**config.mk**
```make
export PLATFORM = sky130hd
export DESIGN_NAME = hilo_muldiv
export DESIGN_NICKNAME = d
export VERILOG_FILES = /design/src/rtl/hilo_muldiv_pkg.sv /design/src/rtl/hilo_muldiv_md_step.sv /design/src/rtl/hilo_muldiv.sv
export SDC_FILE = /design/constraint.sdc
export NUM_CORES = 1
export LEC_CHECK = 0
export ABC_AREA = 0
export CELL_PAD_IN_SITES_DETAIL_PLACEMENT = 0
export CELL_PAD_IN_SITES_GLOBAL_PLACEMENT = 1
export CORE_MARGIN = 8
export CORE_UTILIZATION = 38
export CTS_CLUSTER_DIAMETER = 40
export CTS_CLUSTER_SIZE = 20
export DETAILED_ROUTE_END_ITERATION = 8
export PLACE_DENSITY = 0.76
export SETUP_SLACK_MARGIN = 0.5
export SLEW_MARGIN = 20
export SYNTH_ARGS = -nofsm -noshare
export SYNTH_HDL_FRONTEND = slang
export SYNTH_SLANG_ARGS = --single-unit
```
**constraint.sdc**
```tcl
create_clock -name clk -period 15.3 [get_ports clk]
set_clock_uncertainty 0.2 [all_clocks]
set_input_delay 2.295 -clock clk [delete_from_list [all_inputs] [get_ports clk]]
set_output_delay 2.295 -clock clk [all_outputs]
set_load 0.01 [all_outputs]
```
**src/rtl/hilo_muldiv_pkg.sv**
```systemverilog
// Shared op codes, FSM states and sizing for the iterative HI/LO multiply/divide unit.
package hilo_muldiv_pkg;

  localparam int MD_WIDTH = 32;
  localparam int MD_STEPS = MD_WIDTH;

  typedef enum logic [1:0] {
    MD_MULT  = 2'd0,
    MD_MULTU = 2'd1,
    MD_DIV   = 2'd2,
    MD_DIVU  = 2'd3
  } md_op_e;

  typedef enum logic [1:0] {
    ST_IDLE = 2'd0,
    ST_CALC = 2'd1,
    ST_FIX  = 2'd2
  } md_state_e;

  function automatic logic md_is_signed(input md_op_e op);
    return (op == MD_MULT) || (op == MD_DIV);
  endfunction

  function automatic logic md_is_div(input md_op_e op);
    return (op == MD_DIV) || (op == MD_DIVU);
  endfunction

endpackage

```
**src/rtl/hilo_muldiv_md_step.sv**
```systemverilog
// One iteration of the unsigned shift-add multiplier or restoring divider.
// acc is {partial product, multiplier} for multiply and {remainder, dividend/quotient} for divide.
module hilo_muldiv_md_step #(
  parameter int WIDTH = 32
) (
  input  logic [2*WIDTH-1:0] acc,
  input  logic [WIDTH-1:0]   operand,
  input  logic               is_div,
  output logic [2*WIDTH-1:0] acc_next
);

  logic [WIDTH:0]   sum;
  logic [WIDTH:0]   rem_sh;
  logic [WIDTH-1:0] diff;
  logic             ge;

  // NOTE: every output of a combinational block is assigned on every path, so no latch is inferred.
  always_comb begin
    sum    = {1'b0, acc[2*WIDTH-1:WIDTH]} + {1'b0, operand};
    rem_sh = acc[2*WIDTH-1:WIDTH-1];
    ge     = (rem_sh >= {1'b0, operand});
    // The remainder after a successful subtract is below the divisor, so WIDTH bits suffice.
    diff   = rem_sh[WIDTH-1:0] - operand;
    if (is_div) begin
      acc_next = ge ? {diff, acc[WIDTH-2:0], 1'b1} : {acc[2*WIDTH-2:0], 1'b0};
    end else begin
      acc_next = acc[0] ? {sum, acc[WIDTH-1:1]} : {1'b0, acc[2*WIDTH-1:1]};
    end
  end

endmodule

```
**src/rtl/hilo_muldiv.sv**
```systemverilog
// Iterative 32-step multiply/divide unit holding the architectural HI/LO registers.
// Operands run as magnitudes; signs are reapplied in the FIX state.
module hilo_muldiv
  import hilo_muldiv_pkg::*;
#(
  parameter int WIDTH = MD_WIDTH
) (
  input  logic             clk,
  input  logic             rst,
  input  logic             start,
  input  logic [1:0]       op,
  input  logic [WIDTH-1:0] src_a,
  input  logic [WIDTH-1:0] src_b,
  input  logic             wr_hi,
  input  logic             wr_lo,
  input  logic [WIDTH-1:0] wr_data,
  input  logic             rd_en,
  output logic             busy,
  output logic             stall,
  output logic             done,
  output logic             div_zero,
  output logic [WIDTH-1:0] hi,
  output logic [WIDTH-1:0] lo
);

  localparam int CNT_W = $clog2(WIDTH);
  localparam logic [CNT_W-1:0] LAST_STEP = CNT_W'(WIDTH - 1);

  md_state_e          state;
  logic [CNT_W-1:0]   count;
  logic [2*WIDTH-1:0] acc, acc_next;
  logic [WIDTH-1:0]   operand;
  logic               op_div, neg_res, neg_rem, zero_div;

  md_op_e             op_in;
  logic               in_div, a_neg, b_neg;
  logic [WIDTH-1:0]   a_mag, b_mag;

  logic [2*WIDTH-1:0] prod;
  logic [WIDTH-1:0]   quo, rem, fix_hi, fix_lo;

  hilo_muldiv_md_step #(.WIDTH(WIDTH)) u_step (
    .acc      (acc),
    .operand  (operand),
    .is_div   (op_div),
    .acc_next (acc_next)
  );

  always_comb begin
    op_in  = md_op_e'(op);
    in_div = md_is_div(op_in);
    a_neg  = md_is_signed(op_in) & src_a[WIDTH-1];
    b_neg  = md_is_signed(op_in) & src_b[WIDTH-1];
    a_mag  = a_neg ? -src_a : src_a;
    b_mag  = b_neg ? -src_b : src_b;
  end

  // Sign fix-up: quotient/product follow sign(a)^sign(b), remainder follows the dividend.
  always_comb begin
    prod = neg_res ? -acc : acc;
    quo  = neg_res ? -acc[WIDTH-1:0] : acc[WIDTH-1:0];
    rem  = neg_rem ? -acc[2*WIDTH-1:WIDTH] : acc[2*WIDTH-1:WIDTH];
    if (op_div) begin
      fix_hi = rem;
      fix_lo = zero_div ? '1 : quo;
    end else begin
      fix_hi = prod[2*WIDTH-1:WIDTH];
      fix_lo = prod[WIDTH-1:0];
    end
  end

  // NOTE: sequential state uses non-blocking assignments so every flop samples pre-edge values.
  always_ff @(posedge clk or posedge rst) begin
    if (rst) begin
      state    <= ST_IDLE;
      count    <= '0;
      acc      <= '0;
      operand  <= '0;
      op_div   <= 1'b0;
      neg_res  <= 1'b0;
      neg_rem  <= 1'b0;
      zero_div <= 1'b0;
      hi       <= '0;
      lo       <= '0;
      done     <= 1'b0;
      div_zero <= 1'b0;
    end else begin
      done     <= 1'b0;
      div_zero <= 1'b0;
      case (state)
        ST_IDLE: begin
          if (start) begin
            // A simultaneous mt* write is dropped; the completing op owns HI/LO.
            acc      <= in_div ? {{WIDTH{1'b0}}, a_mag} : {{WIDTH{1'b0}}, b_mag};
            operand  <= in_div ? b_mag : a_mag;
            op_div   <= in_div;
            neg_res  <= a_neg ^ b_neg;
            neg_rem  <= a_neg;
            zero_div <= in_div & (src_b == '0);
            count    <= '0;
            state    <= ST_CALC;
          end else begin
            if (wr_hi) hi <= wr_data;
            if (wr_lo) lo <= wr_data;
          end
        end
        ST_CALC: begin
          acc <= acc_next;
          if (count == LAST_STEP) state <= ST_FIX;
          else                    count <= count + 1'b1;
        end
        ST_FIX: begin
          hi       <= fix_hi;
          lo       <= fix_lo;
          done     <= 1'b1;
          div_zero <= zero_div;
          state    <= ST_IDLE;
        end
        default: state <= ST_IDLE;
      endcase
    end
  end

  assign busy  = (state != ST_IDLE);
  assign stall = busy & (rd_en | wr_hi | wr_lo | start);

endmodule

```
======== Word level (Yosys, flattened, before mapping) ========
Cells that the tools add are included.
Widths: inputs -> output; s select.
word-level totals
  register bits after elaboration ......... 173
  bits of input ports ..................... 104
  word-level logic and storage cells ...... 83
cells by class
  $add $sub $neg .......................... 8
  $lt $le $gt $ge ......................... 1
  eq/ne operators ......................... 11
  muxes and demuxes ....................... 29
  bitwise gates (word level) .............. 8
  reductions and logical operators ........ 14
operator list
  operator             count
  $mux 32              13
  $mux 64              5
  $neg 32->32          4
  $pmux 32 s2          2
  $pmux 64 s2          1
  $neg 64->64          1
  $add 32x32->33       1
  $ge 33x32->1         1
  $logic_not 32->1     1
  $sub 32x32->32       1
  $ne 2x2->1 const B   6
  $mux 5               2
  $pmux 5 s2           1
  $reduce_and 3->1     3
  $eq 2x2->1 const B   3
  $reduce_and 2->1     3
  $reduce_bool 2->1    3
  $add 5x1->5 const B  1
  $eq 5x5->1 const B   1
  $and 1x1->1          4
  $logic_not 2->1      2
  $mux 2               2
  $pmux 2 s2           1
  $or 1x1->1           3
  4 further kinds      6

======== Depth between registers and ports, before layout ========
  depth in word-level cells ............... 7
  gate-level depth with buffers ........... 14

======== Hierarchy ========
A second synthesis with hierarchy kept.
second synthesis, totals
  cells, all modules ...................... 2003
  area total of the unflattened synthesis .. 16128.0 um^2
modules (own cells, without submodules)
  module               times used  cells each  area an instance (um^2)  sequential area each (um^2)
  hilo_muldiv          1           1270        11118.2                  4329.2
  hilo_muldiv_md_step  1           733         5009.8                   0.0

======== Worst setup path after synthesis ========
OpenSTA, ideal clock, no wires.
  path kind ............................... input to output
  start point ............................. in start
  end point ............................... out stall
  data arrival time ....................... 2.737 ns
  data required time ...................... 12.805 ns
  slack ................................... 10.068 ns
  stages .................................. 1
  buffers on the path ..................... 0
  cells stage by stage .................... o41a_1
on the way
  word-level cells in the longest chain between the ends .. 2
RTL lines
  item             RTL line            text
  start, declared  hilo_muldiv.sv:10   input logic start,
  $or 1x1->1       hilo_muldiv.sv:125  assign stall = busy & (rd_en | wr_hi | wr_lo | start);
  $and 1x1->1      hilo_muldiv.sv:125
  end, declared    hilo_muldiv.sv:19   output logic stall,
No other way between the ends.

======== Final worst setup path ========
Same ends and word-level chain as after synthesis.

==> results.toml <==
[run_status]
status = "complete, no violations"

[sta]
whs_ns = 0.2795
slew_violations = 0
timing.fmax_ghz = 0.1593
worstMarginPinSlew_ns = 1.015
rsz0062_at_grt = "false"
period_minus_slack_ns = 6.279
timing.final.ws_setup_ns = 9.021
hold_viol = 0
finalSetupViolCount = 0
timing.final.crit_share = 0.4104
fin_tns_setup_ns = 0
relSlewSlack = 0.3218

[synthesis]
syn_area_sq_um = 15350
synth_area_leaders = "dfrtp_1 (28%), o21ai_0 (7.1%), nand2_1 (6.6%)"
synth_area_per_cell_sq_um = 7.688
ys_types = 86
synth_edf_count = 0
netlist.area_leader.share = 0.2820
ys.flop_type = "dfrtp_1"
synthArstFlopShare = 1.000
yosysMostFrequentCell = "nand2_1"
syn_nets = 2173
ys_warn_count = 0
synth_largest_area_cell = "dfrtp_1"
ys_top_cells_by_count = "nand2_1 (272), o21ai_0 (218), a21oi_1 (195)"
synthCells = 1997
synth-seq-cells = 173
yosysSeqAreaShare = 0.2820

[place]
hpwl_um = 44890
post-place-ws_ns = 8.985
portBuffers = 171
dp.cells = 2577
gp_congestion = 0.9386

[cells_and_area]
final_net_count = 2247
layoutNonFillerInstCount = 2609
drive_above_1_share = 0.05086
final_core_util = 0.4525
area_delta_synth_final_pct = 17.37
diodes = 0

[die]
start_util = 0.3855
rows = 73
core_sq_um = 39820
die_h_um = 217.0
io-pin-count = 172
die-width_um = 217.0
die-area_sq_um = 47090

[clocking]
htreeDepth = 4
cts_buffers = 17
path_clk_slew_ns = 0.07
cts_sinks = 173
cts_tree = "yes"
cts_hold_buf = 0
ctsResizeCount = 0
cts.path.max_buffers = 2
post_cts_buffers = 0
cts-root-buf = "clkbuf_16"
insertion_delay_ns = 0.46

[run]
drv_cap = 0

[global_routing]
grt_pass1_vias = 14420
overflow = 0
track_usage = 0.2410
grt_antenna_before_repair = 1
grt_first_pass_wirelength_um = 88980
grt_max_degree = 100

[setup_path]
cp_data_arrival_time_ns = 3.78
critPathSlowestCell = "clkdlybuf4s50_1"
max_stage_delay_ns = 0.51
criticalPathCategory = "input port to output port"
required_ns = 12.81
r2r-start = "acc[32]"
cp_common_cell = "clkdlybuf4s50_1"
cp-end-kind = "output port"
startpoint_type = "input port"
crit_start = "start"
crit_chain = "clkdlybuf4s50_1 -> o41a_1 -> clkdlybuf4s50_1"
worstPathMaxFanout = 4

[detailed_routing]
drtPass1Iterations = 5
antenna_left = 0
vias = 15230
avgViaCountPerCell = 5.838
routedWlPerCell_um = 22.46
drcViolationCount = 0
routed_wl_um = 58610
drtIter0Drc = 1302

[min_path]
hp-class = "flop to flop"
worstHoldStart = "count[4]"

[power_and_ir_drop]
p_per_area_nw_per_um2 = 253.5
power.leakage_nw = 7.224
worst_ir_drop_vdd_uv = 115.0
[cell type report]
type	count	area [sq um]
fillers	4000	21800
multi-input cells	1624	10310
flip-flops and latches	173	4333
repair buffers	190	1852
well taps	525	656.9
clock buffers	17	425.4
inverters	65	249.0
clock inverters	15	191.4
[logic make-up after synthesis]
kind of cell	count (synthesis)	share of synthesized area
and+or+nand+nor	638	0.1962
AOI/OAI and AO/OA	666	0.2626
muxes	82	0.05411
DFF	173	0.2820
adders and majority gates	72	0.05965
xor gates and xnor gates	166	0.09470
buffers and inverters	200	0.05085
[worst max-delay path, delay by kind of cell]
kind	cells	cell delay [ns]
AO/OA/AOI/OAI	1	0.48
buffers and inverters	2	1.00
[where the power goes]
part           switching, mW  leakage [nW]  total, mW  internal, mW
Clock                  0.235         0.302      0.472         0.237
Sequential             0.397          2.10       1.08         0.680
Combinational           1.76          4.82       3.02          1.26
Total                   2.39          7.22       4.57          2.18
[flip-flops by register name (all words and copies together), names as in the netlist]
signal	count
acc	64
count	5
div_zero	1
done	1
hi	32
lo	32
neg_rem	1
neg_res	1
op_div	1
operand	32
state	2
zero_div	1
[metal layers]
layer	share of wire	GRT usage	wire length, um	up-vias
met3	0.066	0.03883	3839	60
met2	0.45	0.3764	26100	525
met4	0.022	0.06447	1317	0
li1	-	-	-	7307
met5	0	0	0	-
met1	0.47	0.3414	27350	7339
[final timing paths]
kind,to,slack (ns),depth (start not counted)
min,count[4],0.28,2
min reg2reg,count[4],0.28,2
max,stall,9.02,3
max in group asynchronous,operand[13],10.83,4
max reg2reg,acc[61],10.95,12
min in group asynchronous,hi[27],2.07,2
[cell usage in the layout (no fill, tap or decap), types with 31 or more instances in the layout]
master | netlist | routed
a21oi_1 | 195 | 194
clkdlybuf4s50_1 | 0 | 170
dfrtp_1 | 173 | 172
ha_1 | 70 | 70
inv_1 | 64 | 63
mux2i_1 | 74 | 74
nand2_1 | 272 | 271
nor2_1 | 160 | 159
nor3_1 | 34 | 34
o211ai_1 | 31 | 31
o21ai_0 | 218 | 218
o22ai_1 | 34 | 34
xnor2_1 | 83 | 83
xor2_1 | 83 | 83
[metrics by stage]
step	cell area [sq um]	power [mW]
final	18020	4.568
after global routing	18020	4.932
after CTS	17990	4.529
after detailed placement	17380	4.045
after global placement	17380	4.008
after floorplan	15350	3.058
Power figures use the tool's default switching activity.
==> patch 1 (same settings) <==
The 3 states of `md_state_e` get a one-hot encoding in 3 bits.
--- a/src/rtl/hilo_muldiv_pkg.sv
+++ b/src/rtl/hilo_muldiv_pkg.sv
@@ -11,10 +11,10 @@
     MD_DIVU  = 2'd3
   } md_op_e;
 
-  typedef enum logic [1:0] {
-    ST_IDLE = 2'd0,
-    ST_CALC = 2'd1,
-    ST_FIX  = 2'd2
+  typedef enum logic [2:0] {
+    ST_IDLE = 3'b001,
+    ST_CALC = 3'b010,
+    ST_FIX  = 3'b100
   } md_state_e;
 
   function automatic logic md_is_signed(input md_op_e op);
Formal check against the unedited RTL: no difference found for any inputs over 4 cycles, from zero or initial values and one cycle with rst high; so few cycles prove little.
==> patch 1 against the original RTL <==
Total power shrank 3.9%. Sequential cell count grew 1. Largest power group unchanged. Routed wire length shrank 4.0%. Final cell count shrank 0.50%. Worst setup slack gained 120 ps. Core utilization shrank 0.75 points. Synthesized area grew 0.46%. Largest cell class unchanged. Cell area is essentially flat.
==> patch 1: results (changes against the original RTL) <==
- The total iterations of the first detailed-routing run came to 7 (+2).
- The start point of the critical path is start.
- The antenna cell count was 0 (unchanged).
- The maximum number of pins on one net before global-route repair came to 117 (+17%).
- The number of global-route vias before repair was 14360 (-0.36%).
- The register ranked first by flip-flop count is acc.
- The leakage power summed over all cells is 7.500 nW (+3.8%).
- The compound-gate portion of the synthesized area is 28.29% (+2.0 points).
- The detail-routed net length per standard cell came to 21.68 um (-3.5%).
- The placed wire-length estimate is 43510 um (-3.1%).
- The layout filler cell count was 4061 (+1.5%).
- The count of instances resized after the clock tree is built is 0 (unchanged).
- The flow ran to the end, and the final reports show no timing, DRC or antenna violations.
- The maximum clock insertion buffer count came to 2 (unchanged).
- The data arrival time of the worst path is 3660 ps (-120 ps).
- The max-slew violation total from the final report is 0 (unchanged).
- The number of antenna violations at the first check in global routing was 3 (+2).
- The clock network latency to the later pin of the worst-skew pair is 460 ps (about the same).
- The first-iteration detailed-routing DRC count came to 1196 (-8.1%).
- The share of cell area taken by muxes after synthesis was 4.162% (-1.2 points).
- The net count after synthesis came to 2160 (-0.60%).
- The maximum vdd ir drop is 123.6 uV (+7.5%).
- The clock transition at the registers of the reported paths is 70 ps (about the same).
- The synthesis warning total is 0 (unchanged).
- In the post-synthesis netlist, the biggest area contributors are sky130_fd_sc_hd__dfrtp_1, sky130_fd_sc_hd__o21ai_0, sky130_fd_sc_hd__xnor2_1.
- The largest fanout of any net on the critical path is 3 (-1).
- The tightest slew margin relative to the limit is 26.24% (-5.9 points).
- The count of vias placed by the detailed router is 15210 (-0.16%).
- The parity-gate share of the synthesized area counting xor and xnor cells is 9.654% (+0.18 points).
- The fraction of the mapped netlist area in adder cells is 5.938% (-0.027 points).
- The startpoint of the worst hold path is hi[18].
- The number of buffers inserted during clock tree synthesis is 17 (unchanged).
- The tree is rooted in a sky130_fd_sc_hd__clkbuf_16.
- The post-synthesis cell type count came to 77 (-10%).
- The flip-flop count of the largest register, all copies and words added is 64 (unchanged).
- The main flop type after synthesis is sky130_fd_sc_hd__dfrtp_1.
- The wire length of the first global-routing pass is 86970 um (-2.3%).
- The net switching power figure is 2.282 mW (-4.5%).
- The number of post-CTS setup repair buffers came to 0 (unchanged).
- The global placement routability congestion is 0.8969 (-4.4%).
- The level count of the clock H-tree came to 4 (unchanged).
- The fraction of final layout cells with drive strength greater than 1 came to 4.264% (-0.82 points).
- The count of buffers inserted at the top-level ports is 171 (unchanged).
- The sequential cell area fraction in the yosys report was 28.24% (+0.042 points).
- The global-route total usage across every layer is 23.23% (-0.88 points).
- The async set or reset register ratio after synthesis is 100.0% (unchanged).
- The path class of the tightest hold or removal check is flop to flop.
- Counting instances in the post-synthesis netlist gives the leading cell types as sky130_fd_sc_hd__nand2_1, sky130_fd_sc_hd__o21ai_0, sky130_fd_sc_hd__dfrtp_1.
-- patch 1: cell type report --
class | count | area [um^2] | share of cell area [%]
multi-input combinational | 1596 | 10270 | 57.03
sequential | 174 | 4359 | 24.21
timing repair buffer | 193 | 1872 | 10.40
tap | 532 | 665.6 | 3.697
clock buffer | 19 | 442.9 | 2.460
inverter | 69 | 264.0 | 1.466
clock inverter | 13 | 132.6 | 0.7366
-- patch 1: final timing paths --
kind | endpoint | slack, ps | cells after the start
setup / recovery | stall | 9140 | 4
hold / removal | hi[18] | 280 | 2
setup reg to reg | acc[59] | 10840 | 12
hold reg to reg | hi[18] | 280 | 2
max in group asynchronous | acc[27] | 10740 | 4
min in group asynchronous | hi[15] | 2060 | 2
-- patch 1: per-stage QoR --
stage	cells	power, mW	setup WS (ps)	instance area, um^2
global route	2596	4.723	9083	18000
global placement	2564	3.885	9088	17430
detailed placement	2564	3.909	9127	17430
finish	2596	4.389	9142	18000
floorplan	1984	2.962	8090	15420
CTS	2596	4.364	9126	18000
-- patch 1: critical path, cell delays in order --
cell and delay, ps:
sky130_fd_sc_hd__clkdlybuf4s50_1 480, sky130_fd_sc_hd__nor4_1 300, sky130_fd_sc_hd__nor2_1 70, sky130_fd_sc_hd__clkdlybuf4s50_1 520
-- patch 1: power groups by stage --
stage               clock (mW)  sequential [mW]  combinational, mW
floorplan                    0            0.868               2.09
global placement             0             1.02               2.86
detailed placement           0             1.03               2.88
CTS                      0.450             1.02               2.89
global route             0.468             1.05               3.20
finish                   0.443             1.03               2.92
-- patch 1: per-layer routing --
layer,track usage (%),share of wire [%],up-vias
met5,0,0,-
met4,5.343,1.6,0
met3,3.481,6.3,51
met2,36.67,45,463
met1,33.07,47,7324
li1,-,-,7369
==> patch 2 (same settings) <==
Made on the original files. `MD_WIDTH`: 32 -> 16.
--- a/src/rtl/hilo_muldiv_pkg.sv
+++ b/src/rtl/hilo_muldiv_pkg.sv
@@ -1,7 +1,7 @@
 // Shared op codes, FSM states and sizing for the iterative HI/LO multiply/divide unit.
 package hilo_muldiv_pkg;
 
-  localparam int MD_WIDTH = 32;
+  localparam int MD_WIDTH = 16;
   localparam int MD_STEPS = MD_WIDTH;
 
   typedef enum logic [1:0] {
Ports: changed (5 resized); port bits go from 172 to 92. The function was not compared with the original's and may differ.
==> patch 2 against the original RTL <==
Via count fell by 54%. Routed wire length fell by 61%. Maximum frequency rose by 1.8%. Sequential power fell by 51%. Count of clock-buffer cells in the layout fell by 8. Core utilization rose by 0.16 points. Worst setup slack improved by 110 ps. Total power fell by 53%. Combinational power fell by 54%. Sequential share of layout area rose by 1.3 points. Clock power fell by 49%. Cell area fell by 50%. Synthesized area fell by 50%. Sequential cell count fell by 81. Highest routed layer unchanged.
==> patch 2: results (changes against the original RTL) <==
- The number of cells traversed by the worst register-to-register path is 11 (-1).
- The number of buffers inserted during clock tree synthesis came to 9 (-8).
- The level count of the clock H-tree is 3 (-1).
- The flip-flop count of the largest register, all copies and words added is 32 (-50%).
- For this run, the leading register cell type out of synthesis is sky130_fd_sc_hd__dfrtp_1.
- The maximum number of pins on one net before global-route repair is 67 (-33%).
- The cell area after placement came to 8781 um^2 (-49%).
- The total iterations of the first detailed-routing run is 5 (unchanged).
- The number of global-route vias before repair is 6465 (-55%).
- The share of cell area taken by muxes after synthesis is 6.379% (+0.97 points).
- The async set or reset register ratio after synthesis is 100.0% (unchanged).
- The run finished with clean final reports.
- The final antenna-violating net count is 0 (unchanged).
- The layout filler cell count is 2047 (-49%).
- The first-iteration detailed-routing DRC count is 412 (-68%).
- The net count after synthesis is 1048 (-52%).
- The count of vias placed by the detailed router came to 7074 (-54%).
- The fraction of the mapped netlist area in adder cells is 6.542% (+0.58 points).
- The number of antenna violations at the first check in global routing came to 0 (-1).
- The fraction of final layout cells with drive strength greater than 1 came to 4.941% (-0.15 points).
- The sequential cell area fraction in the yosys report is 29.94% (+1.7 points).
- The maximum clock insertion buffer count is 2 (unchanged).
- The placed wire-length estimate is 17810 um (-60%).
- Sorting the synthesized cells by how often they occur yields sky130_fd_sc_hd__nand2_1, sky130_fd_sc_hd__dfrtp_1, sky130_fd_sc_hd__o21ai_0.
- The data arrival time of the worst path is 3670 ps (-110 ps).
- The maximum vdd ir drop is 74.03 uV (-36%).
- The global placement routability congestion is 0.8650 (-7.8%).
- The layout net count is 1102 (-51%).
- The leakage power summed over all cells is 3.716 nW (-49%).
- The post-synthesis cell type count came to 69 (-20%).
- The global-route total usage across every layer is 18.16% (-5.9 points).
- Clock-pin slew was measured on the worst setup and hold paths at 80 ps.
- The number of post-CTS setup repair buffers is 0 (unchanged).
- The wire length of the first global-routing pass came to 36130 um (-59%).
- The clock network latency to the later pin of the worst-skew pair is 360 ps (-100 ps).
- The parity-gate share of the synthesized area counting xor and xnor cells is 8.544% (-0.93 points).
- By area the synthesized netlist is led by sky130_fd_sc_hd__dfrtp_1, sky130_fd_sc_hd__ha_1, sky130_fd_sc_hd__o21ai_0.
- The count of buffers inserted at the top-level ports was 91 (-47%).
- The compound-gate portion of the synthesized area is 24.88% (-1.4 points).
- The detail-routed net length per standard cell is 17.70 um (-21%).
- The largest fanout of any net on the critical path came to 6 (+2).
- The slew at the pin closest to its max-slew limit is 1030 ps (+15.05 ps).
## patch 2: stage by stage
step                power, mW  cells  hold WS [ps]  utilization [%]  setup slack [ps]
floorplan               1.513    953         263.3                -             10160
CTS                     2.155   1282         285.6            45.40              9144
finish                  2.158   1282         282.4            45.41              9132
detailed placement      1.910   1266         269.0            43.82              9143
global placement        1.900   1266         260.0            43.82              9137
global route            2.349   1282         324.4            45.41              9052
## patch 2: area by class of cell
cell class,instances,area [um^2],area share [%]
clock inverter,7,91.34,1.004
timing repair buffer,98,963.4,10.59
tap,270,337.8,3.712
multi-input combinational,769,5040,55.38
sequential,92,2302,25.30
clock buffer,9,225.2,2.475
inverter,37,140.1,1.540
## patch 2: critical path, stage by stage
cell and delay, ps:
sky130_fd_sc_hd__clkdlybuf4s50_1 520, sky130_fd_sc_hd__nor4_1 310, sky130_fd_sc_hd__nor2_1 70, sky130_fd_sc_hd__clkdlybuf4s50_1 490
## patch 2: routing by layer
| metal | vias to the layer above | GRT usage (%) | wire length [um] |
|---|---|---|---|
| li1 | 3580 | - | - |
| met1 | 3277 | 26.90 | 11330 |
| met2 | 202 | 26.78 | 9625 |
| met3 | 15 | 2.921 | 1413 |
| met4 | 0 | 4.401 | 325 |
| met5 | - | 0 | 0 |
## patch 2: path summary, 6_finish.rpt
path	from	endpoint	slack, ps
max in group asynchronous	rst	acc[7]	11650
setup / recovery	start	stall	9130
hold reg to reg	lo[2]	lo[2]	280
min in group asynchronous	rst	lo[12]	2060
hold / removal	lo[2]	lo[2]	280
setup reg to reg	acc[15]	acc[28]	12050
## patch 2: report_power, final
group,switching [mW],internal (mW)
combinational,0.766,0.623
sequential,0.167,0.361
clock,0.110,0.131
total,1.04,1.11
